**src/rtl/div_unit_pkg.sv**
```systemverilog
// Shared constants for the multi-cycle divider: FSM state codes, handshake
// levels, reset level and bus widths, plus a conditional two's-complement helper.
package div_unit_pkg;

    localparam int REG_BUS        = 32;
    localparam int DOUBLE_REG_BUS = 64;

    // Active-low reset level.
    localparam logic RST_ENABLE = 1'b0;

    // Handshake levels.
    localparam logic DIV_RESULT_READY     = 1'b1;
    localparam logic DIV_RESULT_NOT_READY = 1'b0;
    localparam logic DIV_START            = 1'b1;
    localparam logic DIV_STOP             = 1'b0;

    typedef enum logic [1:0] {
        DIV_FREE    = 2'b00,
        DIV_BY_ZERO = 2'b01,
        DIV_ON      = 2'b10,
        DIV_END     = 2'b11
    } div_state_e;

    // Two's-complement negation when en=1, pass-through otherwise. Used both
    // to take operand magnitudes and to restore result signs.
    function automatic logic [REG_BUS-1:0] neg_if(input logic [REG_BUS-1:0] v,
                                                  input logic               en);
        return en ? (~v + 1'b1) : v;
    endfunction

endpackage

```
**src/rtl/div_step.sv**
```systemverilog
// One radix-2 restoring division iteration: shift the partial remainder left,
// bring in the next dividend bit, and subtract the divisor if it fits.
module div_step
    import div_unit_pkg::*;
(
    input  logic [REG_BUS-1:0] i_rem,
    input  logic               i_bit,
    input  logic [REG_BUS-1:0] i_divisor,
    output logic [REG_BUS-1:0] o_rem,
    output logic               o_qbit
);

    // The incoming remainder is always below the divisor, so the shifted value
    // needs one extra bit but the kept remainder always fits back in 32 bits.
    logic [REG_BUS:0] w_shifted;

    assign w_shifted = {i_rem, i_bit};
    assign o_qbit    = (w_shifted >= {1'b0, i_divisor});
    // Modulo-2^32 subtraction is exact here because the true difference is
    // smaller than the divisor.
    assign o_rem     = o_qbit ? (w_shifted[REG_BUS-1:0] - i_divisor)
                              : w_shifted[REG_BUS-1:0];

endmodule

```
**src/rtl/div_unit.sv**
```systemverilog
// Multi-cycle 32/32 divider (DIV/DIVU) with a start/ready handshake toward EX.
// result_o = {remainder, quotient}. One quotient bit per clock; operands are
// latched as magnitudes at acceptance and signs are restored on the last edge.
// Optional build macro: DIV_FAST_ZERO_EN -- a zero dividend skips the
// iterations and finishes through the divide-by-zero path.
module div_unit
    import div_unit_pkg::*;
(
    input  logic                      clk,
    input  logic                      rst,
    input  logic                      signed_div_i,
    input  logic [REG_BUS-1:0]        opdata1_i,
    input  logic [REG_BUS-1:0]        opdata2_i,
    input  logic                      start_i,
    input  logic                      annul_i,
    output logic [DOUBLE_REG_BUS-1:0] result_o,
    output logic                      ready_o
);

    div_state_e                r_state,    w_state_nxt;
    logic [REG_BUS-1:0]        r_divisor,  w_divisor_nxt;
    // Holds the dividend magnitude; shifts left each iteration while quotient
    // bits enter at the bottom, so it ends up holding the quotient magnitude.
    logic [REG_BUS-1:0]        r_dividend, w_dividend_nxt;
    logic [REG_BUS-1:0]        r_rem,      w_rem_nxt;
    logic                      r_neg_quot, w_neg_quot_nxt;
    logic                      r_neg_rem,  w_neg_rem_nxt;
    logic [5:0]                r_cnt,      w_cnt_nxt;
    logic [DOUBLE_REG_BUS-1:0] r_result,   w_result_nxt;
    logic                      r_ready,    w_ready_nxt;

    logic [REG_BUS-1:0]        w_step_rem;
    logic                      w_step_qbit;
    logic                      w_zero_path;
    logic                      w_accept;

    div_step u_div_step (
        .i_rem     (r_rem),
        .i_bit     (r_dividend[REG_BUS-1]),
        .i_divisor (r_divisor),
        .o_rem     (w_step_rem),
        .o_qbit    (w_step_qbit)
    );

`ifdef DIV_FAST_ZERO_EN
    assign w_zero_path = (opdata2_i == '0) || (opdata1_i == '0);
`else
    assign w_zero_path = (opdata2_i == '0);
`endif

    // A flush arriving with the request wins: nothing is accepted.
    assign w_accept = (start_i == DIV_START) && !annul_i;

    // Next-state, datapath and registered-output computation.
    always_comb begin
        // NOTE: every target gets a default before the case so no path can
        // leave one unassigned, which would otherwise infer a latch.
        w_state_nxt    = r_state;
        w_divisor_nxt  = r_divisor;
        w_dividend_nxt = r_dividend;
        w_rem_nxt      = r_rem;
        w_neg_quot_nxt = r_neg_quot;
        w_neg_rem_nxt  = r_neg_rem;
        w_cnt_nxt      = r_cnt;
        w_result_nxt   = r_result;
        w_ready_nxt    = r_ready;

        case (r_state)
            DIV_FREE: begin
                w_ready_nxt  = DIV_RESULT_NOT_READY;
                w_result_nxt = '0;
                if (w_accept) begin
                    w_divisor_nxt  = neg_if(opdata2_i, signed_div_i && opdata2_i[REG_BUS-1]);
                    w_dividend_nxt = neg_if(opdata1_i, signed_div_i && opdata1_i[REG_BUS-1]);
                    w_neg_quot_nxt = signed_div_i && (opdata1_i[REG_BUS-1] ^ opdata2_i[REG_BUS-1]);
                    w_neg_rem_nxt  = signed_div_i && opdata1_i[REG_BUS-1];
                    w_rem_nxt      = '0;
                    w_cnt_nxt      = '0;
                    w_state_nxt    = w_zero_path ? DIV_BY_ZERO : DIV_ON;
                end
            end

            DIV_BY_ZERO: begin
                w_result_nxt = '0;
                if (annul_i) begin
                    w_ready_nxt = DIV_RESULT_NOT_READY;
                    w_state_nxt = DIV_FREE;
                end else begin
                    w_ready_nxt = DIV_RESULT_READY;
                    w_state_nxt = DIV_END;
                end
            end

            DIV_ON: begin
                if (annul_i) begin
                    w_ready_nxt  = DIV_RESULT_NOT_READY;
                    w_result_nxt = '0;
                    w_state_nxt  = DIV_FREE;
                end else if (r_cnt != 6'd32) begin
                    w_rem_nxt      = w_step_rem;
                    w_dividend_nxt = {r_dividend[REG_BUS-2:0], w_step_qbit};
                    w_cnt_nxt      = r_cnt + 6'd1;
                end else begin
                    w_result_nxt = {neg_if(r_rem, r_neg_rem), neg_if(r_dividend, r_neg_quot)};
                    w_ready_nxt  = DIV_RESULT_READY;
                    w_state_nxt  = DIV_END;
                end
            end

            DIV_END: begin
                // Result is held for EX until it drops the request.
                if (start_i == DIV_STOP) begin
                    w_ready_nxt  = DIV_RESULT_NOT_READY;
                    w_result_nxt = '0;
                    w_state_nxt  = DIV_FREE;
                end
            end

            default: begin
                w_ready_nxt  = DIV_RESULT_NOT_READY;
                w_result_nxt = '0;
                w_state_nxt  = DIV_FREE;
            end
        endcase
    end

    // State and datapath registers with synchronous active-low reset.
    always_ff @(posedge clk) begin
        // NOTE: non-blocking assignments keep every register sampling the
        // pre-edge values, so evaluation order inside the block is irrelevant.
        if (rst == RST_ENABLE) begin
            // NOTE: the datapath registers are reset too (not just the FSM),
            // so a mid-divide reset leaves no stale operands or count behind.
            r_state    <= DIV_FREE;
            r_divisor  <= '0;
            r_dividend <= '0;
            r_rem      <= '0;
            r_neg_quot <= 1'b0;
            r_neg_rem  <= 1'b0;
            r_cnt      <= '0;
            r_result   <= '0;
            r_ready    <= DIV_RESULT_NOT_READY;
        end else begin
            r_state    <= w_state_nxt;
            r_divisor  <= w_divisor_nxt;
            r_dividend <= w_dividend_nxt;
            r_rem      <= w_rem_nxt;
            r_neg_quot <= w_neg_quot_nxt;
            r_neg_rem  <= w_neg_rem_nxt;
            r_cnt      <= w_cnt_nxt;
            r_result   <= w_result_nxt;
            r_ready    <= w_ready_nxt;
        end
    end

    assign result_o = r_result;
    assign ready_o  = r_ready;

endmodule

```
**config.mk**
```make
export PLATFORM = sky130hd
export DESIGN_NAME = div_unit
export DESIGN_NICKNAME = d
export VERILOG_FILES = /design/src/rtl/div_unit_pkg.sv /design/src/rtl/div_step.sv /design/src/rtl/div_unit.sv
export SDC_FILE = /design/constraint.sdc
export NUM_CORES = 1
export LEC_CHECK = 0
export ABC_AREA = 1
export BUFFER_PORTS_ARGS = -buffer_cell sky130_fd_sc_hd__buf_2
export CORE_MARGIN = 3
export CORE_UTILIZATION = 40
export CTS_CLUSTER_SIZE = 14
export DETAILED_ROUTE_END_ITERATION = 7
export PLACE_DENSITY = 0.59
export SLEW_MARGIN = 20
export SYNTH_ARGS = -nofsm -noshare
export SYNTH_HDL_FRONTEND = slang
export SYNTH_SLANG_ARGS = --single-unit
export TNS_END_PERCENT = 1
```
**constraint.sdc**
```tcl
create_clock -name clk -period 5.78 [get_ports clk]
set_input_delay 0 -clock clk [delete_from_list [all_inputs] [get_ports clk]]
set_output_delay 0 -clock clk [all_outputs]
set_load 0.02 [all_outputs]
```
==> flow_summary.yaml <==
sta:
  rsz0062_at_grt: "no"
  slew_headroom_pct: 32.7
  fin_crit_sh_pct: 49.3
  finalSetupViolCount: 0
  slew_viol_final: 0
  tightest_slew_ns: 1.01
  fin_setup_tns_ns: 0
  skew_ns: 0.0162
  max_freq_mhz: 351
  hold_viol_final: 0
  fin_crit_ns: 2.85
cts:
  htreeDepth: 4
  cts_made_buffers: 17
  worst_skew_pair.late_latency_ns: 0.44
  cts.reportedPaths.clkPinSlew_ns: 0.07
  cts.sinks: 171
  cts_root_buf: "clkbuf_16"
  cts_tree: "done"
  clk_path_buf_depth: 2
detailed_routing:
  drt_wl_total_um: 42600
  vias_per_cell: 5.12
  drt-pass1-iter-count: 7
  drtIter0Drc: 1108
  ant_nets: 0
  drc: 0
  vias: 14000
  wl_per_cell_um: 15.6
synthesis:
  synth_area_leaders: "dfxtp_1, nand2_1, inv_1"
  yosysUniqueCellTypes: 50
  synthesis.area_sq_um: 13000
  ys.flop_type: "dfxtp_1"
  synth.avg_cell_area_sq_um: 6.06
  yosysSeqAreaShare_pct: 26.3
  ys_warn_count: 0
  synth_top_area_share_pct: 26.3
  synth-edff-count: 0
  synth_area_leader_cell: "dfxtp_1"
  synth_seq_cells: 171
  synthArstFlopShare_pct: 0
  synthesis.nets: 2259
  synth_most_common_cell: "nand2_1"
  synthCells: 2147
  netlist_top_cells_count: "nand2_1, inv_1, nand3_1"
worst_setup_path:
  critPathCaptureType: "flip-flop"
  slowest_delay_ns: 0.58
  path_cells: "inv_1 -> ha_1 -> nand3_1 -> o21ai_2 -> nand2_2 -> buf_4 -> inv_2 -> nand2_1 -> inv_1 -> a22oi_1 -> a21oi_1"
  critPathLaunch: "r_state[0]"
  rrSetupSlack_ns: 2.93
  critical_path.top_delay_family: "buffers and inverters"
  cp.required_ns: 6.06
  cp-start-kind: "flip-flop"
  cpMostUsedCell: "inv_1"
  r2r_end: "r_dividend[0]"
  critPathArrivalTime_ns: 3.13
  cp_slowest_cell: "buf_4"
  path_buf_inv: 4
  crit_type: "flip-flop to flip-flop"
  worstPathMaxFanout: 71
  r2r_start: "r_state[0]"
  reg2regPathDepth: 11
min_path:
  holdPathEnd: "ready_o"
  hold_depth: 4
  worstHoldPathType: "primary input to flip-flop"
  hold_start: "annul_i"
global_routing:
  grt_pass1_wl_um: 69000
  grt_antenna_before_repair: 0
  overflow: 0
  grt_usage_pct: 24.3
  grt_max_degree: 77
  grt_pass1_vias: 13100
cells_and_area:
  ff_latch_area_sq_um: 3420
  multi_input_area_sq_um: 7990
  synthToLayoutAreaGrowth_pct: 15.0
  fill_cells: 3403
  fin_nets: 2393
  n_antenna_cell: 0
  drive_gt1_share_pct: 12.0
floorplanning:
  io_pins: 134
  die_w_um: 186
  die_area_sq_um: 34700
  die_h_um: 186
  start_util_pct: 40.9
  rows: 65
  core_area_sq_um: 31800
place:
  io_buffers: 133
  dp_hpwl_um: 33100
  gp_congestion: 0.983
run_status:
  outcome: "finished, final reports clean"
power:
  peakVddDrop_uv: 228
  power.total_mw: 5.40
  p_leak_nw: 7.50
  powerDensity_nw_per_um2: 361
job:
  max_cap_viol_count: 0
==> repair_timing <==
action                    in CTS  in global routing
setup buffers                  0                  0
hold endpoints to repair      52                  0
gates resized for setup        0                  0
hold buffers                  52                  0
==> cells in the final DEF, fill, tap and decap left out, types with 11 or more instances in the layout <==
cell	instances
a21oi_1	183
a22oi_1	15
a31oi_1	11
buf_2	133
clkbuf_16	17
dfxtp_1	171
dlygate4sd3_1	52
ha_1	42
inv_1	311
nand2_1	636
nand2_2	17
nand3_1	202
nand3_2	25
nand3b_1	13
nand4_1	35
nor2_1	163
nor2_2	13
nor3_1	19
o211ai_1	12
o21ai_0	61
or2_2	22
xnor2_1	22
xor2_1	28
==> where the power goes <==
group	internal, mW	switching, mW
Clock	0.603	0.490
Sequential	1.34	0.223
Combinational	0.868	1.88
==> flip-flops by register name (all words and copies together), names as in the netlist <==
register	flops
r_state	2
r_dividend	32
r_cnt	6
r_rem	32
r_divisor	32
ready_o	1
r_neg_rem	1
r_neg_quot	1
result_o	64
==> kinds of logic (layout without fill, tap and decap cells) <==
kind of cell	after synthesis	after routing	share of synthesized area, %
flip-flops	171	171	26.3
AND/OR/NAND/NOR	1169	1169	40.4
adder cells (fa/ha/maj)	43	43	4.19
buffers and inverters	400	547	12.4
AO/OA/AOI/OAI	314	314	13.4
XOR/XNOR	50	50	3.37
==> area by class of cell <==
cell class | instances | area share (%)
clock buffers | 21 | 3.01
clock inverters | 11 | 0.652
inverters | 324 | 8.16
multi-input cells | 1576 | 53.4
flip-flops and latches | 171 | 22.9
well taps | 435 | 3.64
repair buffers | 191 | 8.23
==> per-stage QoR <==
| stage | instance area, sq um | setup WS, ns | std cells | util [%] | hold WS (ns) |
|---|---|---|---|---|---|
| floorplan | 13000 | 3.87 | 2147 | - | 0.160 |
| global route | 15000 | 2.57 | 2729 | 47.0 | 0.0551 |
| CTS | 15000 | 2.93 | 2729 | 47.0 | 0.0123 |
| finish | 15000 | 2.93 | 2729 | 47.0 | 0.0274 |
| detailed placement | 13900 | 2.93 | 2645 | 43.7 | 0.319 |
| global placement | 13900 | 3.02 | 2645 | 43.7 | 0.317 |
==> worst max path at each step <==
stage	to	slack, ns	depth (start not counted)
global route	r_dividend[0]	2.57	11
floorplan	r_rem[28]	3.87	16
CTS	r_dividend[0]	2.93	11
finish	r_dividend[0]	2.93	11
detailed placement	r_dividend[0]	2.93	11
global placement	r_dividend[0]	3.02	11
==> worst min-delay path: cells and delay by family <==
kind	cells	cell delay [ns]
buf+inv	2	0.22
compound gates	1	0.07
simple gates	1	0.11
==> per-layer routing <==
metal,up-vias,global-route usage [%],part of all wire (%)
met2,380,39.9,45
met4,0,6.80,2.4
met3,49,3.34,4.8
li1,7137,-,-
met5,-,0,0
met1,6416,33.5,48
Power figures use the tool's default switching activity.
